**src/rtl/mem_arbiter.sv**
```systemverilog
// Two-port arbiter in front of a single-port memory: a data port with fixed
// priority and an instruction-fetch port protected by a starvation counter.
// At most one memory transaction is outstanding at a time.

package mem_arbiter_pkg;
    typedef enum logic [2:0] {
        MEM_LB,
        MEM_LH,
        MEM_LW,
        MEM_LBU,
        MEM_LHU,
        MEM_SB,
        MEM_SH,
        MEM_SW
    } mem_op_t;
endpackage

module mem_arbiter
    import mem_arbiter_pkg::*;
#(
    parameter int unsigned STARVE_LIMIT = 4,
    parameter mem_op_t     IF_OP        = MEM_LW
) (
    input  logic        clk,
    input  logic        reset,
    input  logic        if_req,
    input  logic [31:0] if_addr,
    output logic        if_gnt,
    output logic        if_rvalid,
    output logic [31:0] if_rdata,
    input  logic        d_req,
    input  logic        d_we,
    input  mem_op_t     d_op,
    input  logic [31:0] d_addr,
    input  logic [31:0] d_wdata,
    output logic        d_gnt,
    output logic        d_rvalid,
    output logic [31:0] d_rdata,
    output logic        mem_req,
    output logic        mem_we,
    output mem_op_t     mem_op,
    output logic [31:0] mem_addr,
    output logic [31:0] mem_wdata,
    input  logic        mem_ready,
    input  logic [31:0] mem_rdata,
    output logic        busy
);

    typedef enum logic { S_IDLE, S_BUSY } state_t;
    typedef enum logic { OWN_D, OWN_IF } owner_t;

    localparam logic [3:0] LIMIT = 4'(STARVE_LIMIT);

    state_t      state_q, state_d;
    owner_t      owner_q, owner_d;
    logic [31:0] addr_q, addr_d;
    logic [31:0] wdata_q, wdata_d;
    mem_op_t     op_q, op_d;
    logic        we_q, we_d;
    logic [3:0]  starve_cnt_q, starve_cnt_d;
    logic        pick_if;

    // Arbitration, payload capture, completion and starvation tracking
    always_comb begin
        state_d      = state_q;
        owner_d      = owner_q;
        addr_d       = addr_q;
        wdata_d      = wdata_q;
        op_d         = op_q;
        we_d         = we_q;
        starve_cnt_d = starve_cnt_q;
        if_gnt       = 1'b0;
        d_gnt        = 1'b0;
        if_rvalid    = 1'b0;
        d_rvalid     = 1'b0;
        pick_if      = if_req && (!d_req || (starve_cnt_q == LIMIT));

        case (state_q)
            S_IDLE: begin
                if (!reset && (if_req || d_req)) begin
                    state_d = S_BUSY;
                    if (pick_if) begin
                        if_gnt       = 1'b1;
                        owner_d      = OWN_IF;
                        addr_d       = if_addr;
                        op_d         = IF_OP;
                        we_d         = 1'b0;
                        wdata_d      = '0;
                        starve_cnt_d = '0;
                    end else begin
                        d_gnt   = 1'b1;
                        owner_d = OWN_D;
                        addr_d  = d_addr;
                        op_d    = d_op;
                        we_d    = d_we;
                        wdata_d = d_wdata;
                        if (!if_req)
                            starve_cnt_d = '0;
                        else if (starve_cnt_q != LIMIT)
                            starve_cnt_d = starve_cnt_q + 4'd1;
                    end
                end
            end
            S_BUSY: begin
                // A reset in the completion cycle aborts; no rvalid escapes.
                if (mem_ready && !reset) begin
                    state_d = S_IDLE;
                    if (owner_q == OWN_IF)
                        if_rvalid = 1'b1;
                    else
                        d_rvalid = 1'b1;
                end
            end
            default: state_d = S_IDLE;
        endcase
    end

    // State and latched-transaction registers
    always_ff @(posedge clk) begin
        if (reset) begin
            state_q      <= S_IDLE;
            owner_q      <= OWN_D;
            addr_q       <= '0;
            wdata_q      <= '0;
            op_q         <= mem_op_t'(3'd0);
            we_q         <= 1'b0;
            starve_cnt_q <= '0;
        end else begin
            state_q      <= state_d;
            owner_q      <= owner_d;
            addr_q       <= addr_d;
            wdata_q      <= wdata_d;
            op_q         <= op_d;
            we_q         <= we_d;
            starve_cnt_q <= starve_cnt_d;
        end
    end

    assign busy      = (state_q == S_BUSY);
    assign mem_req   = busy;
    assign mem_we    = busy && we_q;
    assign mem_op    = op_q;
    assign mem_addr  = addr_q;
    assign mem_wdata = wdata_q;
    assign if_rdata  = if_rvalid ? mem_rdata : '0;
    assign d_rdata   = d_rvalid ? mem_rdata : '0;

endmodule

```
**config.mk**
```make
export PLATFORM = sky130hd
export DESIGN_NAME = mem_arbiter
export DESIGN_NICKNAME = d
export VERILOG_FILES = /design/src/rtl/mem_arbiter.sv
export SDC_FILE = /design/constraint.sdc
export NUM_CORES = 1
export LEC_CHECK = 0
export ABC_AREA = 1
export CORE_AREA = 3 3 106 108
export CTS_BUF_LIST = sky130_fd_sc_hd__clkbuf_2
export DETAILED_ROUTE_END_ITERATION = 7
export DIE_AREA = 0 0 109 111
export GPL_ROUTABILITY_DRIVEN = 0
export GPL_TIMING_DRIVEN = 0
export PLACE_DENSITY = 0.82
export SETUP_SLACK_MARGIN = 0.05
export SLEW_MARGIN = 40
export SYNTH_ARGS = -nofsm -noshare
export SYNTH_HDL_FRONTEND = slang
export SYNTH_SLANG_ARGS = --single-unit
```
**constraint.sdc**
```tcl
create_clock -name clk -period 2.2 [get_ports clk]
set_input_delay 0.33 -clock clk [delete_from_list [all_inputs] [get_ports clk]]
set_output_delay 0.33 -clock clk [all_outputs]
set_load 0.02 [all_outputs]
```
# == After elaboration in Yosys (flattened, before gate mapping) ==
# Index checks and enable logic that the tools add are counted.
# op_classes
add_sub_neg,1
n_eq_ne,3
muxes,24
bitwise,1
reduce_logical,10
# ops
op,n
2-to-1 mux 32 bit,4
2-to-1 mux 1 bit,15
2-to-1 mux 4 bit,3
adder 4 x 1 -> 4 bit (second input constant),1
equality test 4 x 3 -> 1 bit (second input constant),1
logical AND 1 bit,4
inequality test 4 x 3 -> 1 bit (second input constant),1
2-to-1 mux 3 bit,1
inequality test 3 x 1 -> 1 bit (second input constant),1
AND reduction 3 bit,1
zero test 1 bit,2
logical OR 1 bit,2
case mux 1 bit (2 select lines),1
AND reduction 2 bit,1
NOT 1 bit,1
# word_totals
regBits,74
input_bits,137
out_inout_bits,138

# == Longest topological paths before layout ==
# logic_depth
ltp_word,6
ltp_mapped,10
ltp_nobuf,9

# == Worst setup path after synthesis ==
# Ideal clock, no wire load.
# synth_path
path_type,register to output
from,register state_q (netlist: busy)
to,output d_rdata[10]
arrival_time_ns,1.913
setup_slack_ns,-0.043
path_stages_with_launch,6
path_buffers,1
path_cell_list,dfxtp_1 > nand2_1 > nor3_1 > inv_1 > clkbuf_1 > nor2_1
# synth_via
elab_chain_cells,2
# synth_rtl
item,line_no,source
"start, declared",54,"state_t state_q, state_d;"
"start signal, assigned",129,state_q <= state_d;
2-to-1 mux 1 bit,78,case (state_q)
net d_rvalid,37,"output logic d_rvalid,"
2-to-1 mux 32 bit,146,assign d_rdata = d_rvalid ? mem_rdata : '0;
"end, declared",38,"output logic [31:0] d_rdata,"
# The timed path passes the listed nets, and every way through them passes these cells.

# == Worst setup path in the final report ==
# layout_path
from,register starve_cnt_q[0]
to,output d_gnt
# layout_via
elab_chain_cells,6
# layout_rtl
item,line_no,source
"start, declared",60,"logic [3:0] starve_cnt_q, starve_cnt_d;"
"start signal, assigned",135,starve_cnt_q <= starve_cnt_d;
equality test 4 x 3 -> 1 bit,76,pick_if = if_req && (!d_req || (starve_cnt_q == LIMIT));
logical OR 1 bit,76,
logical AND 1 bit,76,
2-to-1 mux 1 bit,82,if (pick_if) begin
2-to-1 mux 1 bit,80,if (!reset && (if_req || d_req)) begin
2-to-1 mux 1 bit,78,
"end, declared",36,"output logic d_gnt,"
# No other way between the ends.

==> impl_metrics.ini <==
[final_layout]
syn_to_final_growth_pct = 82.5
fin_cells = 1001
drive_gt1_share_pct = 17.0
fill_cells = 862
final_nets = 998

[placed_design]
pre_cts_slack_ps = -727
port-buffer-count = 273
post-place-cells = 970
dp_hpwl_um = 12300

[global_routing]
overflow = 0
grt_antenna_before_repair = 1
grt_pass1_vias = 4784
grt_pass1_wl_um = 23600
grt.total_usage_pct = 24.5
grt_max_degree = 14

[timing]
hold_viol = 0
slew_headroom_pct = 65.1
setup_violations = 0
grt_setup_unrepaired = yes
whs_ps = 221
period_needed_ps = 2070
fmax_ghz = 0.483
worstMarginPinSlew_ps = 523
fin_ws_ps = 128
slew_viol_final = 0
clock_skew_ps = 27.4
period_share_pct = 94.2

[cts]
hold_buffers = 0
numCtsBuffers = 9
h-tree-depth = 3
clkTransAtPathRegs_ps = 220
cts_sinks = 74
clock_latency_ps = 510
cts_tree = yes
clockBufferDepth = 2
root_buffer = clkbuf_2

[worst_setup_path]
crit_start = starve_cnt_q[0]
cp.required_ps = 1870
rr_startpoint = starve_cnt_q[0]
crit_buf_inv = 4
cp_common_cell = nand2_4
slowest_delay_ps = 380
cp_top_family = buffers and inverters
start_kind = flop
crit_fanout = 5
end_kind = primary output
path_class = reg2out
cp_cell_sequence = inv_2 > ha_4 > nand3_4 > nand2_4 > nand2_4 > buf_6 > nand2_1 > inv_1 > buf_4
crit_slowest_cell = dfxtp_2
crit_arrival_ps = 1740

[floorplanning]
die_w_um = 109
top_level_ports = 275
initial_utilization_pct = 35.5
std_cell_rows = 37
core-area_sq_um = 10300
die_h_um = 111
die_area_sq_um = 12100

[drt]
firstDrtPassIters = 5
wirelength_um = 15800
vias = 4898
ant_nets = 0
drtIter0Drc = 329
vias_per_cell = 4.89
post_drt_wl_per_cell_um = 15.8
remaining_drc_errors = 0

[synthesis]
yosys.area_share.simple_pct = 38.5
ys_seq_area_share_pct = 40.4
ys.flop_type = dfxtp_1
yosys.area_share.xor_xnor_pct = 0.478
synthDistinctLibCells = 20
synth.most_common_cell = nand2_1
synth_top_family_by_area = simple AND/OR/NAND/NOR gates
synth_compound_area_share_pct = 6.01
ys_ff_latch = 74
async_reset_ff_share_pct = 0
synth.top_cell.area_share_pct = 40.4
yosys.area.top_type = dfxtp_1
synth_fp_nets = 700
synthTopCellsByCount = nand2_1, nand3_1, inv_1
muxShareOfSynthArea_pct = 0
synth-edff-count = 0
synth_area_sq_um = 3660
synthAdderAreaFrac_pct = 0.683
synth_area_leaders = dfxtp_1, nand3_1, nand2_1, inv_1, nor2_1
ys_warn_count = 0
synthCells = 561
syn_area_per_cell_sq_um = 6.53

[hold_path]
hp-class = in2reg
hp-start = if_req

[pwr]
finalPower_mw = 3.21
power_leakage_nw = 3.23
ir_worst_vdd_mv = 0.306
p_per_area_nw_per_um2 = 479

[flow_run]
cap_violations = 0

[run_status]
status = complete, no violations
==> worst register-to-register path, delay by kind of cell (launching register included) <==
family / cells / cell delay [ps]
buffers and inverters: 5 / 730
AND/OR/NAND/NOR: 5 / 500
flip-flops: 1 / 380
adder cells (fa/ha/maj): 1 / 150
==> metrics by stage <==
step	utilization (%)	area [sq um]	setup TNS [ps]
after floorplan	-	3670	0
after global placement	63.7	6570	-32840
after detailed placement	63.7	6570	-36420
after CTS	63.2	6520	0
after global routing	64.8	6690	-16.4
final	64.8	6690	0
==> cells in the final DEF (no fill, tap or decap), types with 7 or more instances in the layout <==
cell,count
a21oi_1,39
buf_2,56
buf_4,37
buf_6,7
clkbuf_1,13
clkbuf_2,11
clkdlybuf4s50_1,202
dfxtp_1,70
inv_1,72
nand2_1,111
nand3_1,100
nand4_1,33
nor2_1,58
==> path summary, 6_finish.rpt <==
path,depth (start not counted),to,slack (ps)
max,9,d_gnt,130
min,3,starve_cnt_q[0],220
max reg2reg,11,mem_addr[19],420
min reg2reg,2,mem_op[2],480
==> sequential cells by signal, summed over array words and instances, names as in the netlist <==
name          count
starve_cnt_q      4
owner_q           1
we_q              1
busy              1
mem_wdata        32
mem_addr         32
mem_op            3
==> cell type report <==
class	instances	area, sq um	share of cell area (%)
clock buffers	10	50.0	0.748
inverters	78	300	4.49
diodes	1	2.50	0.0374
clock inverters	6	65.1	0.973
multi-input cells	364	1770	26.5
well taps	136	170	2.54
repair buffers	287	2570	38.4
plain buffers	45	270	4.04
flip-flops and latches	74	1490	22.3
==> power breakdown <==
group	leakage, nW	switching [mW]	internal, mW
sequential	0.606	0.0425	1.42
clock	0.0723	0.512	0.269
combinational	2.55	0.474	0.491
total	3.23	1.03	2.18
==> cells by family after synthesis <==
| group | count (synthesis) |
|---|---|
| AND/OR/NAND/NOR | 317 |
| buffers and inverters | 123 |
| flip-flops | 74 |
| AO/OA/AOI/OAI | 43 |
| XOR/XNOR | 2 |
| adder cells (fa/ha/maj) | 2 |
==> per-layer routing <==
layer / GRT usage (%) / wire length (um) / vias to the layer above
met3: 5.07 / 1280 / 39
met1: 26.3 / 5790 / 2207
li1: - / - / 2392
met4: 10.6 / 504 / 0
met5: 0 / 0 / -
met2: 45.2 / 8210 / 260
==> timing repair <==
action,in CTS,in global routing
setup buffers,6,8
pin swaps,4,2
resized for setup,301,39
endpoints found under the setup margin,70,57
No activity file was read; power rests on OpenSTA's default activity.
